`src/rtl/vga_timing_gen_if.sv`:
```
// Video timing bus from the timing source to the overlay and draw stages.
// The source drives it; every later stage only samples and re-registers it.
interface vga_if;
    logic [10:0] hcount;
    logic [10:0] vcount;
    logic        hsync;
    logic        vsync;
    logic        hblnk;
    logic        vblnk;
    logic [11:0] rgb;

    modport master (
        output hcount, vcount, hsync, vsync,
        output hblnk, vblnk, rgb
    );

    modport slave (
        input hcount, vcount, hsync, vsync,
        input hblnk, vblnk, rgb
    );
endinterface

```
`src/rtl/vga_timing_gen.sv`:
```
// Raster timing source: pixel/line counters, sync and blanking flags,
// a start-of-frame strobe and a frame counter, all registered together.
module vga_timing_gen #(
    parameter int H_ACTIVE = 800,
    parameter int H_FP     = 40,
    parameter int H_SYNC   = 128,
    parameter int H_BP     = 88,
    parameter int V_ACTIVE = 600,
    parameter int V_FP     = 1,
    parameter int V_SYNC   = 4,
    parameter int V_BP     = 23,
    parameter int SYNC_POL = 1
) (
    input  logic        clk,
    input  logic        rst_n,
    input  logic        en,
    vga_if.master       vga_out,
    output logic        sof,
    output logic [15:0] frame_cnt
);

    localparam int H_TOTAL = H_ACTIVE + H_FP + H_SYNC + H_BP;
    localparam int V_TOTAL = V_ACTIVE + V_FP + V_SYNC + V_BP;

    localparam logic [10:0] H_LAST = 11'(H_TOTAL - 1);
    localparam logic [10:0] V_LAST = 11'(V_TOTAL - 1);
    localparam logic [10:0] H_VIS  = 11'(H_ACTIVE);
    localparam logic [10:0] V_VIS  = 11'(V_ACTIVE);
    localparam logic [10:0] HS_LO  = 11'(H_ACTIVE + H_FP);
    localparam logic [10:0] HS_HI  = 11'(H_ACTIVE + H_FP + H_SYNC - 1);
    localparam logic [10:0] VS_LO  = 11'(V_ACTIVE + V_FP);
    localparam logic [10:0] VS_HI  = 11'(V_ACTIVE + V_FP + V_SYNC - 1);
    localparam logic        ACT    = (SYNC_POL != 0);

    if (H_TOTAL > 2048 || V_TOTAL > 2048) begin : g_size_chk
        $error("vga_timing_gen: H_TOTAL/V_TOTAL exceed 11-bit counters");
    end

    logic [10:0] h_q, v_q;
    logic [10:0] h_nxt, v_nxt;
    logic        hs_q, vs_q, hb_q, vb_q;
    logic        wrap;
    logic        hs_on, vs_on;

    always_comb begin
        h_nxt = h_q + 11'd1;
        v_nxt = v_q;
        wrap  = 1'b0;
        if (h_q == H_LAST) begin
            h_nxt = '0;
            if (v_q == V_LAST) begin
                v_nxt = '0;
                wrap  = 1'b1;
            end else begin
                v_nxt = v_q + 11'd1;
            end
        end
    end

    // Flags come from the next count so they land on the same edge as it.
    assign hs_on = (h_nxt >= HS_LO) && (h_nxt <= HS_HI);
    assign vs_on = (v_nxt >= VS_LO) && (v_nxt <= VS_HI);

    always_ff @(posedge clk or negedge rst_n) begin
        if (!rst_n) begin
            h_q       <= '0;
            v_q       <= '0;
            hb_q      <= 1'b0;
            vb_q      <= 1'b0;
            hs_q      <= ~ACT;
            vs_q      <= ~ACT;
            sof       <= 1'b0;
            frame_cnt <= '0;
        end else if (en) begin
            h_q  <= h_nxt;
            v_q  <= v_nxt;
            hb_q <= (h_nxt >= H_VIS);
            vb_q <= (v_nxt >= V_VIS);
            hs_q <= ACT ? hs_on : ~hs_on;
            vs_q <= ACT ? vs_on : ~vs_on;
            sof  <= wrap;
            if (wrap) begin
                frame_cnt <= frame_cnt + 16'd1;
            end
        end else begin
            sof <= 1'b0;
        end
    end

    assign vga_out.hcount = h_q;
    assign vga_out.vcount = v_q;
    assign vga_out.hsync  = hs_q;
    assign vga_out.vsync  = vs_q;
    assign vga_out.hblnk  = hb_q;
    assign vga_out.vblnk  = vb_q;
    assign vga_out.rgb    = 12'h000;

endmodule

```
`src/flat_wrapper.sv`:
```
// flat-port wrapper written by rule: the top's interface ports become plain ports
module vga_timing_gen_flat 
#(
    parameter int H_ACTIVE = 800,
    parameter int H_FP     = 40,
    parameter int H_SYNC   = 128,
    parameter int H_BP     = 88,
    parameter int V_ACTIVE = 600,
    parameter int V_FP     = 1,
    parameter int V_SYNC   = 4,
    parameter int V_BP     = 23,
    parameter int SYNC_POL = 1
)
  (clk, rst_n, en, sof, frame_cnt, vga_out_hcount, vga_out_vcount, vga_out_hsync, vga_out_vsync, vga_out_hblnk, vga_out_vblnk, vga_out_rgb);
  vga_if vga_out_i ();
  input  logic clk;
  input  logic rst_n;
  input  logic en;
  output logic sof;
  output logic [15:0] frame_cnt;
  output wire logic [$bits(vga_out_i.hcount)-1:0] vga_out_hcount;
  output wire logic [$bits(vga_out_i.vcount)-1:0] vga_out_vcount;
  output wire logic [$bits(vga_out_i.hsync)-1:0] vga_out_hsync;
  output wire logic [$bits(vga_out_i.vsync)-1:0] vga_out_vsync;
  output wire logic [$bits(vga_out_i.hblnk)-1:0] vga_out_hblnk;
  output wire logic [$bits(vga_out_i.vblnk)-1:0] vga_out_vblnk;
  output wire logic [$bits(vga_out_i.rgb)-1:0] vga_out_rgb;
  assign vga_out_hcount = vga_out_i.hcount;
  assign vga_out_vcount = vga_out_i.vcount;
  assign vga_out_hsync = vga_out_i.hsync;
  assign vga_out_vsync = vga_out_i.vsync;
  assign vga_out_hblnk = vga_out_i.hblnk;
  assign vga_out_vblnk = vga_out_i.vblnk;
  assign vga_out_rgb = vga_out_i.rgb;
  vga_timing_gen #(.H_ACTIVE(H_ACTIVE), .H_FP(H_FP), .H_SYNC(H_SYNC), .H_BP(H_BP), .V_ACTIVE(V_ACTIVE), .V_FP(V_FP), .V_SYNC(V_SYNC), .V_BP(V_BP), .SYNC_POL(SYNC_POL)) u_core (.clk(clk), .rst_n(rst_n), .en(en), .vga_out(vga_out_i), .sof(sof), .frame_cnt(frame_cnt));
endmodule
```
`config.mk`:
```
export PLATFORM = sky130hd
export DESIGN_NAME = vga_timing_gen_flat
export DESIGN_NICKNAME = d
export VERILOG_FILES = /design/src/rtl/vga_timing_gen_if.sv /design/src/rtl/vga_timing_gen.sv /design/src/flat_wrapper.sv
export SDC_FILE = /design/constraint.sdc
export NUM_CORES = 1
export LEC_CHECK = 0
export BUFFER_PORTS_ARGS = -buffer_cell sky130_fd_sc_hd__buf_2
export CAP_MARGIN = 20
export CORE_UTILIZATION = 45
export DETAILED_ROUTE_END_ITERATION = 8
export PLACE_DENSITY = 0.68
export RECOVER_POWER = 50
export SLEW_MARGIN = 20
export SYNTH_ARGS = -nofsm -noshare
export SYNTH_HDL_FRONTEND = slang
export SYNTH_SLANG_ARGS = --single-unit
```
`constraint.sdc`:
```
create_clock -name clk -period 2.4 [get_ports clk]
set_input_delay 0.24 -clock clk [delete_from_list [all_inputs] [get_ports clk]]
set_output_delay 0.24 -clock clk [all_outputs]
set_load 0.005 [all_outputs]
```
After elaboration in Yosys (flattened, before gate mapping)
Index checks and enable logic that the tools add are counted. W data, S select, Z words.

Output and inout port bits: 55. RAM bits: 0. Input bits: 3. Bits in latches: 0. Memories kept: 0. Word-level logic and storage cells: 28. Bits in registers: 43. ROM bits: 0.

$lt $le $gt $ge: 6. Div/mod/pow operators: 0. Eq/ne operators: 2. Bitwise operators: 0. $add $sub $neg: 3. Muxes and demuxes: 6. Multipliers: 0. Reductions and logical operators: 3. Shift operators: 0.

Operators by type and width (count): $ge A11 B10 Y1 const B (4); $mux W11 (3); $add A11 B1 Y11 const B (2); $le A11 B10 Y1 const B (2); $add A16 B1 Y16 const B (1); $eq A11 B10 Y1 const B (1); $eq A11 B11 Y1 const B (1); $mux W1 (3); $logic_and A1 B1 Y1 (2); $reduce_and A2 Y1 (1).

Logic depth before layout (Yosys ltp)
Gate-level depths: netlist (run 1).

Depth after elaboration: 5. Mapped depth: 10. Depth with buffers taken out: 8.

Worst setup path after synthesis (run 1)
Ideal clock, no wire load.

Path kind: flip-flop to flip-flop. From: reg u_core.h_q[0] (netlist: u_core.vga_out.hcount[0]). To: reg u_core.vs_q (netlist: u_core.vga_out.vsync). Required time: 2334 ps. Cell stages (with the launch flop): 11. Data arrival time: 2108 ps. Slack: 227 ps. Cells stage by stage: dfrtp_1 -> ha_1 -> and4_1 -> buf_6 -> and3_1 -> buf_4 -> a211o_1 -> nand2_1 -> a31oi_1 -> o41ai_2 -> a22o_1.

Longest elaborated chain between the ends: 4.

Ends and longest elaborated chain: from (decl) (line vga_timing_gen.sv:39) `logic [10:0] h_q, v_q;`; from (signal assigned) (line vga_timing_gen.sv:75) `h_q <= h_nxt;`; $eq A11 B11 Y1 * (line vga_timing_gen.sv:49) `if (h_q == H_LAST) begin`; $mux W11 * (line vga_timing_gen.sv:49); $ge A11 B10 Y1 or $le A11 B10 Y1 (tied branches) (line vga_timing_gen.sv:62) `assign vs_on = (v_nxt >= VS_LO) && (v_nxt <= VS_HI);`; $logic_and A1 B1 Y1 * (line vga_timing_gen.sv:62); to (signal assigned) (line vga_timing_gen.sv:71) `vs_q <= ~ACT;`; to (signal assigned) (line vga_timing_gen.sv:80) `vs_q <= ACT ? vs_on : ~vs_on;`; to (decl) (line vga_timing_gen.sv:41) `logic hs_q, vs_q, hb_q, vb_q;`.

Every way passes the cells marked *; elsewhere a longest branch is shown, timed or not. A chain may end at the register's enable or synchronous reset.

Final worst setup path (run 1)
From: reg u_core.v_q[0] (netlist: u_core.vga_out.vcount[0]). To: reg u_core.vs_q (netlist: u_core.vga_out.vsync).

Longest elaborated chain between the ends: 5.

Ends and longest elaborated chain: from (decl) (line vga_timing_gen.sv:39); from (signal assigned) (line vga_timing_gen.sv:76) `v_q <= v_nxt;`; $add A11 B1 Y11 or $eq A11 B10 Y1 (tied branches) (line vga_timing_gen.sv:55, vga_timing_gen.sv:51); $mux W11 (line vga_timing_gen.sv:51) `if (v_q == V_LAST) begin`; $mux W11 * (line vga_timing_gen.sv:49); $ge A11 B10 Y1 or $le A11 B10 Y1 (tied branches) (line vga_timing_gen.sv:62); $logic_and A1 B1 Y1 * (line vga_timing_gen.sv:62).

Marked as above.

==> impl_metrics.json, run 1 <==
{
  "cts-buffers-inserted": 5,
  "grt_pass1_vias": 1972,
  "cp-start-kind": "flop",
  "clock.fmax_ghz": 0.441,
  "synthXorXnorAreaFrac_pct": 10.5,
  "fill_cells": 508,
  "hold_path_startpoint": "en",
  "totalPowerFinal_mw": 1.69,
  "grt_max_degree": 28,
  "grt_usage_pct": 19.1,
  "netlist.area_leader.share_pct": 40.6,
  "intPower_mw": 1.15,
  "cp.arrival_ns": 2.45,
  "ioPinCount": 58,
  "grt_pass1_wl_mm": 9.43,
  "hold_viol_final": 0,
  "crit_path_end_kind": "flop",
  "dr.pass1.iters": 5,
  "hpwl_mm": 4.22,
  "routedWlPerCell_um": 14.2,
  "die_y_um": 78.7,
  "tightest_slew_ns": 0.977,
  "mostFrequentLayoutCells": "43 x dfrtp_1, 35 x nand2_1, 35 x buf_2",
  "pwr_density_cell_nw_per_um2": 559,
  "path_clk_slew_ns": 0.08,
  "io_buffers": 45,
  "synth-seq-cells": 43,
  "synth-simple-area-share_pct": 26.0,
  "pwr-share-seq_pct": 51.8,
  "synth_fa_ha_area_share_pct": 1.89,
  "core_um2": 5610,
  "synth_edf_count": 0,
  "yosysWarnings": 0,
  "drt-initial-drc-count": 142,
  "r2r_start": "u_core.vga_out.vcount[0]",
  "synth_top_family_by_area": "simple AND/OR/NAND/NOR gates",
  "initial_core_util_pct": 47.3,
  "swShare_pct": 32.0,
  "critPathMaxFanout": 7,
  "synthFlopType": "dfrtp_1",
  "cts.htree.levels": 2,
  "ir_drop_mv": 0.223,
  "post-route-period-util_pct": 94.6,
  "combPwrFrac_pct": 21.9,
  "rows": 27,
  "antenna_found_initial": 0,
  "final_antenna_net_count": 0,
  "cts_buffer_depth": 2,
  "clockPowerShare_pct": 26.3,
  "setup_violations": 0,
  "insertion_delay_ns": 0.29,
  "yosys.area.top_type": "dfrtp_1",
  "diodes": 0,
  "max_cap_violations": 0,
  "gr-total-overflow": 0,
  "period_needed_ns": 2.27,
  "nets": 343,
  "finalMaxSlewViolations": 0,
  "cts_num_sinks": 43,
  "root_buffer": "clkbuf_8",
  "synthArstFlopShare_pct": 100,
  "netlist_area_um2": 2650,
  "hp-class": "primary input to flop",
  "layout_commonest_cell": "dfrtp_1",
  "synth_mux_area_share_pct": 1.42,
  "drive_gt1_share_pct": 23.1,
  "seq_area_frac_synth_pct": 40.6,
  "fin_util_pct": 53.9,
  "worstSetupPathType": "flop to flop",
  "switching_power_mw": 0.540,
  "synth_compound_area_share_pct": 12.0,
  "place_congestion": 0.980,
  "crit_start": "u_core.vga_out.vcount[0]",
  "synth_cell_types": 55,
  "routed_via_density": 5.52,
  "syn-mean-instance-area_um2": 9.30,
  "drt-total-wl_mm": 5.82,
  "status": "finished clean",
  "ys_top_cells_by_area": "dfrtp_1 41%, xnor2_1 6.6%, nand2_1 5.0%, buf_4 4.2%, xor2_1 3.3%",
  "fin_skew_ns": 0.00760,
  "cts_tree": "done",
  "netlist_instances": 285,
  "area_growth_pct": 14.0,
  "cp.required_ns": 2.58,
  "die_x_um": 78.7,
  "vias": 2256,
  "slew_headroom_pct": 34.9,
  "rsz0062_at_grt": "yes",
  "dieArea_um2": 6200,
  "drc": 0,
  "leakagePower_nw": 1.40
}
sequential cells by signal, summed over array words and instances, names as in the netlist:
signal	count
u_core.frame_cnt	16
u_core.vga_out.hcount	11
u_core.vga_out.vcount	11
u_core.sof	1
u_core.vga_out.hblnk	1
u_core.vga_out.hsync	1
u_core.vga_out.vblnk	1
u_core.vga_out.vsync	1
cells by family after synthesis:
| kind of cell | Yosys count |
|---|---|
| AOI/OAI and AO/OA | 47 |
| muxes | 3 |
| xor gates and xnor gates | 31 |
| other | 1 |
| and+or+nand+nor | 125 |
| buffers and inverters | 31 |
| adders and majority gates | 4 |
| DFF | 43 |
metal layers:
layer / share of wire, % / global-route usage (%) / up-vias
li1: - / - / 1086
met1: 48 / 27.0 / 1067
met2: 44 / 29.0 / 88
met3: 5.7 / 4.02 / 15
met4: 1.7 / 6.30 / 0
met5: 0 / 0 / -
cell usage after synthesis (3+ instances only):
cell type and count:
and3_1 9, and2_1 4, a31oi_1 4, a21oi_1 7, xor2_1 10, xnor2_1 20
ha_1 4, buf_2 5, o31ai_1 5, inv_1 3, nand3_1 11, nor3_1 10
dfrtp_1 43, buf_4 15, nor2_1 20, nand2_1 35, o21ai_0 14, nor2_2 4
nand4_1 9, clkbuf_1 4
worst max-delay path, stage by stage (launching register included):
cell	delay (ns)
dfrtp_1	0.45
ha_1	0.31
and4bb_1	0.25
and3_2	0.26
o2111ai_1	0.21
nand2_1	0.09
a31oi_1	0.25
o41ai_2	0.14
a22o_1	0.20
metrics by stage:
| step | std cells | hold WS, ns | area, µm² | setup TNS (ns) | setup slack, ns |
|---|---|---|---|---|---|
| 3_3_place_gp | 395 | 0.196 | 2900 | 0 | 0.0742 |
| 2_1_floorplan | 296 | -0.0556 | 2690 | 0 | 0.227 |
| 5_1_grt | 409 | 0.326 | 3020 | -0.0259 | -0.0259 |
| 6_report | 409 | 0.315 | 3020 | 0 | 0.130 |
| 4_1_cts | 404 | 0.307 | 2990 | 0 | 0.0817 |
| 3_5_place_dp | 395 | 0.195 | 2900 | 0 | 0.100 |
final timing paths:
kind / to / cells past startpoint / slack [ns]
max: u_core.vga_out.vsync / 8 / 0.13
min: u_core.vga_out.vcount[9] / 3 / 0.32
max reg2reg: u_core.vga_out.vsync / 8 / 0.13
min reg2reg: u_core.frame_cnt[15] / 1 / 0.47
max in group asynchronous: u_core.vga_out.vcount[8] / 3 / 0.60
min in group asynchronous: u_core.vga_out.hcount[0] / 2 / 0.62
power by group through the flow:
stage / registers (mW) / clock network, mW / logic, mW
CTS: 0.871 / 0.463 / 0.372
finish: 0.875 / 0.445 / 0.369
global route: 0.884 / 0.500 / 0.413
floorplan: 0.868 / 0 / 0.245
global placement: 0.879 / 0 / 0.363
detailed placement: 0.882 / 0 / 0.370
timing repair:
action,in CTS,in global routing
endpoints found under the hold margin,16,0
gates resized for setup,0,4
setup endpoints to repair,0,5
hold buffers,1,0
setup buffers,0,5
final cells by class:
cell class / instances / area (µm²) / area share (%)
timing repair buffer: 61 / 329 / 10.9
multi-input combinational: 222 / 1430 / 47.3
clock inverter: 2 / 12.5 / 0.414
clock buffer: 6 / 72.6 / 2.40
sequential: 43 / 1080 / 35.6
tap: 72 / 90.1 / 2.98
inverter: 3 / 11.3 / 0.373
Power figures use the tool's default switching activity.
==> run 2, diff against run 1 <==
--- a/config.mk
+++ b/config.mk
@@ -7,6 +7,7 @@
 export LEC_CHECK = 0
 export BUFFER_PORTS_ARGS = -buffer_cell sky130_fd_sc_hd__buf_2
 export CAP_MARGIN = 20
+export CORE_MARGIN = 2
 export CORE_UTILIZATION = 45
 export DETAILED_ROUTE_END_ITERATION = 8
 export PLACE_DENSITY = 0.68
==> impl_metrics.json, run 2 (same netlist as run 1, synthesis figures left out) <==
{
  "gr-total-overflow": 0,
  "rows": 27,
  "hold_viol_final": 0,
  "insertion_delay_ns": 0.29,
  "drive_gt1_share_pct": 21.9,
  "crit_path_end_kind": "flop",
  "initial_core_util_pct": 47.3,
  "worstSetupPathType": "flop to flop",
  "critPathMaxFanout": 7,
  "diodes": 0,
  "cp.required_ns": 2.63,
  "area_growth_pct": 14.9,
  "grt_usage_pct": 18.3,
  "fin_util_pct": 54.3,
  "top_register": "u_core.frame_cnt",
  "cp.arrival_ns": 2.49,
  "antenna_found_initial": 0,
  "hold_path_startpoint": "en",
  "ir_drop_mv": 0.328,
  "cts_buffer_depth": 2,
  "nets": 340,
  "reg2reg_depth": 9,
  "placed_cell_area_um2": 2890,
  "cts_tree": "done",
  "holdPathStages": 3,
  "status": "finished clean",
  "fin_area_um2": 3050,
  "die_y_um": 80.7,
  "leakagePower_nw": 1.39,
  "period_needed_ns": 2.26,
  "mostFrequentLayoutCells": "43 x dfrtp_1, 35 x nand2_1, 32 x buf_2",
  "grt_pass1_wl_mm": 9.34,
  "fin_skew_ns": 0.00642,
  "r2r_start": "u_core.vga_out.vcount[0]",
  "dieArea_um2": 6520,
  "root_buffer": "clkbuf_8",
  "max_cap_violations": 0,
  "tightest_slew_ns": 0.766,
  "hp-class": "primary input to flop",
  "cts.htree.levels": 2,
  "drc": 0,
  "largest_register_ffs": 16,
  "drt-initial-drc-count": 162,
  "setup_violations": 0,
  "pwr_density_cell_nw_per_um2": 622,
  "die_x_um": 80.7,
  "grt_pass1_vias": 2003,
  "path_clk_slew_ns": 0.08,
  "vias": 2196,
  "cts_num_sinks": 43,
  "worstReg2RegEnd": "u_core.vga_out.vsync",
  "clock.fmax_ghz": 0.443,
  "io_buffers": 45,
  "finalMaxSlewViolations": 0,
  "hold_ws_ns": 0.303,
  "ioPinCount": 58,
  "grt_max_degree": 33,
  "dr.pass1.iters": 5,
  "routedWlPerCell_um": 14.1,
  "slew_headroom_pct": 48.9,
  "r2r_slack_ns": 0.14,
  "cp-start-kind": "flop",
  "final_antenna_net_count": 0,
  "min_to": "u_core.vga_out.hcount[3]",
  "fin_setup_tns_ns": 0,
  "hpwl_mm": 4.13,
  "place_congestion": 0.961,
  "cts-buffers-inserted": 5,
  "post-route-period-util_pct": 94.0,
  "layout_commonest_cell": "dfrtp_1",
  "drt-total-wl_mm": 5.71,
  "routed_via_density": 5.41,
  "core_um2": 5610
}
-- run 2: cell types whose count changed in the layout (fill, tap and decap cells not counted), moves of 2 or more --
cell | before | now
bufinv_16 | 0 | 2
buf_2 | 35 | 32
clkbuf_1 | 11 | 15
buf_4 | 13 | 10
-- run 2: cell type report --
cell class	instances	area (µm²)
fill	535	2560
multi-input combinational	222	1430
sequential	43	1080
timing repair buffer	58	303
tap	72	90.1
clock buffer	6	72.6
clock inverter	2	60.1
inverter	3	11.3
-- run 2: worst max-delay path, stage by stage (launching register included) --
cell,delay [ns]
dfrtp_1,0.46
ha_2,0.28
nand4_1,0.28
buf_4,0.24
xor2_1,0.13
nand4_1,0.10
nand2_1,0.11
a31oi_1,0.12
o41ai_2,0.32
a22o_1,0.16
-- run 2: stage by stage --
stage	worst slack, ns	instances	power, mW
floorplan	0.227	296	1.11
global placement	0.0755	394	1.24
detailed placement	0.124	394	1.25
CTS	0.113	403	1.92
global route	-0.0299	406	2.01
finish	0.144	406	1.89
-- run 2: metal layers --
metal	share of wire (%)	track usage [%]
met1	48	25.6
met2	44	28.3
met3	7.4	3.89
met4	1.1	6.27
met5	0	0
-- run 2: timing repair --
item                                   CTS  global route
gates resized for setup                  0             4
hold buffers                             1             0
setup endpoints to repair                0             3
endpoints found under the hold margin   11             0
buffers inserted                         0             3
-- run 2: where the power goes --
group / switching [mW] / internal [mW]
combinational: 0.201 / 0.160
sequential: 0.0868 / 0.783
clock: 0.247 / 0.416
total: 0.536 / 1.36
-- run 2: worst max-delay path by stage --
stage,from,to,slack (ns),depth (start not counted)
floorplan,u_core.vga_out.hcount[0],u_core.vga_out.vsync,0.23,10
global placement,u_core.vga_out.vcount[0],u_core.vga_out.vblnk,0.08,8
detailed placement,u_core.vga_out.vcount[0],u_core.vga_out.vblnk,0.12,8
CTS,u_core.vga_out.vcount[0],u_core.vga_out.vblnk,0.11,8
global route,u_core.vga_out.vcount[0],u_core.vga_out.vblnk,-0.03,9
finish,u_core.vga_out.vcount[0],u_core.vga_out.vsync,0.14,9
==> run 3, diff against run 2 <==
--- a/config.mk
+++ b/config.mk
@@ -8,9 +8,10 @@
 export BUFFER_PORTS_ARGS = -buffer_cell sky130_fd_sc_hd__buf_2
 export CAP_MARGIN = 20
 export CORE_MARGIN = 2
-export CORE_UTILIZATION = 45
+export CORE_UTILIZATION = 44
+export CTS_BUF_LIST = sky130_fd_sc_hd__clkbuf_16
 export DETAILED_ROUTE_END_ITERATION = 8
-export PLACE_DENSITY = 0.68
+export PLACE_DENSITY = 0.67
 export RECOVER_POWER = 50
 export SLEW_MARGIN = 20
 export SYNTH_ARGS = -nofsm -noshare
==> impl_metrics.json, run 3 (same netlist as run 1, synthesis figures left out) <==
{
  "pwr-share-seq_pct": 45.8,
  "swShare_pct": 30.5,
  "fin_cells": 409,
  "leakagePower_nw": 1.35,
  "hp-class": "primary input to flop",
  "diodes": 0,
  "cts_buffer_depth": 2,
  "intPower_mw": 1.32,
  "routedWlPerCell_um": 14.4,
  "crit_path_end_kind": "flop",
  "grt_pass1_wl_mm": 9.62,
  "switching_power_mw": 0.577,
  "cts_tree": "done",
  "setup_violations": 0,
  "root_buffer": "clkbuf_16",
  "tightest_slew_ns": 1.21,
  "hold_viol_final": 0,
  "drive_gt1_share_pct": 16.8,
  "antenna_found_initial": 0,
  "die_x_um": 81.6,
  "vias": 2235,
  "dr.pass1.iters": 4,
  "drt-total-wl_mm": 5.89,
  "fill_cells": 586,
  "fin_skew_ns": 0.00328,
  "cts-buffers-inserted": 5,
  "clockPowerShare_pct": 35.1,
  "die_y_um": 81.6,
  "placed_cell_area_um2": 2890,
  "period_needed_ns": 2.25,
  "pwr_density_cell_nw_per_um2": 626,
  "worstSetupPathType": "flop to flop",
  "io_buffers": 45,
  "path_clk_slew_ns": 0.06,
  "post-route-period-util_pct": 93.7,
  "grt_max_degree": 24,
  "drc": 0,
  "nets": 340,
  "cts_num_sinks": 43,
  "max_cap_violations": 0,
  "place_congestion": 0.903,
  "core_um2": 5890,
  "routed_via_density": 5.46,
  "gr-total-overflow": 0,
  "cts.htree.levels": 2,
  "ioPinCount": 58,
  "ir_drop_mv": 0.341,
  "post-place-cells": 397,
  "insertion_delay_ns": 0.29,
  "drt-initial-drc-count": 218,
  "layout_commonest_cell": "dfrtp_1",
  "largest_register_ffs": 16,
  "critPathMaxFanout": 9,
  "grt_pass1_vias": 2005,
  "rows": 28,
  "slew_headroom_pct": 19.1,
  "cp.arrival_ns": 2.42,
  "initial_core_util_pct": 45.0,
  "status": "finished clean",
  "cp-start-kind": "flop",
  "grt_usage_pct": 18.6,
  "fin_area_um2": 3020,
  "combPwrFrac_pct": 19.1,
  "hold_ws_ns": 0.311,
  "final_antenna_net_count": 0,
  "finalMaxSlewViolations": 0,
  "mostFrequentLayoutCells": "43 x dfrtp_1, 35 x nand2_1, 28 x clkbuf_1",
  "totalPowerFinal_mw": 1.89,
  "dieArea_um2": 6660,
  "cp.required_ns": 2.57,
  "hpwl_mm": 4.28,
  "clock.fmax_ghz": 0.445,
  "area_growth_pct": 14.0,
  "top_register": "u_core.frame_cnt"
}
-- run 3: cell count changes in the layout (fill, tap and decap cells not counted), moves of 2 or more --
cell,previous run,this run
clkbuf_8,5,0
clkbuf_16,0,5
bufinv_16,2,0
clkbuf_1,15,28
buf_2,32,22
buf_4,10,7
-- run 3: repair_timing --
action	CTS	global route
gates resized for setup	0	1
endpoints found under the hold margin	20	0
buffers inserted	0	3
endpoints found under the setup margin	0	3
hold buffers	1	0
-- run 3: worst paths after layout --
path,start,to,slack [ns],cells after the start
worst min-delay path,en,u_core.vga_out.vcount[9],0.31,3
max in group asynchronous,rst_n,u_core.frame_cnt[1],0.74,3
worst max register to register,u_core.vga_out.hcount[1],u_core.vga_out.vsync,0.15,8
worst max-delay path,u_core.vga_out.hcount[1],u_core.vga_out.vsync,0.15,8
min in group asynchronous,rst_n,u_core.frame_cnt[10],0.72,2
worst min register to register,u_core.frame_cnt[15],u_core.frame_cnt[15],0.46,1
-- run 3: routing by layer --
metal / GRT usage [%] / share of wire, % / wire (µm)
met5: 0 / 0 / 0
met1: 24.3 / 46 / 2680
met4: 7.33 / 1.6 / 93
met3: 2.64 / 6.7 / 394
met2: 31.2 / 46 / 2720
-- run 3: final cells by class --
| type | instances | area [µm²] | area share (%) |
|---|---|---|---|
| Multi-Input combinational cell | 222 | 1420 | 47.0 |
| Sequential cell | 43 | 1080 | 35.6 |
| Timing Repair Buffer | 58 | 278 | 9.19 |
| Clock buffer | 5 | 125 | 4.14 |
| Tap cell | 75 | 93.8 | 3.11 |
| Clock inverter | 3 | 16.3 | 0.538 |
| Inverter | 3 | 11.3 | 0.373 |
-- run 3: power by group through the flow --
| stage | Clock, mW | Combinational, mW | Sequential, mW |
|---|---|---|---|
| 6_report | 0.665 | 0.361 | 0.867 |
| 5_1_grt | 0.714 | 0.409 | 0.880 |
| 4_1_cts | 0.679 | 0.380 | 0.866 |
| 3_5_place_dp | 0 | 0.377 | 0.880 |
| 3_3_place_gp | 0 | 0.365 | 0.878 |
| 2_1_floorplan | 0 | 0.245 | 0.868 |
-- run 3: worst max-delay path: stages, from the launching register on --
cell and delay, ns:
dfrtp_1 0.41, ha_1 0.19, and4_2 0.33, nand3_2 0.17
nor4_1 0.30, o21ai_0 0.12, a31oi_1 0.29, o41ai_2 0.12
a22o_1 0.20
-- run 3: through the flow --
| step | TNS (ns) | setup WS (ns) | utilization, % |
|---|---|---|---|
| after floorplan | 0 | 0.227 | - |
| after global placement | 0 | 0.174 | 49.2 |
| after detailed placement | 0 | 0.115 | 49.2 |
| after CTS | 0 | 0.0893 | 51.7 |
| after global routing | -0.0111 | -0.0111 | 51.3 |
| final | 0 | 0.151 | 51.3 |
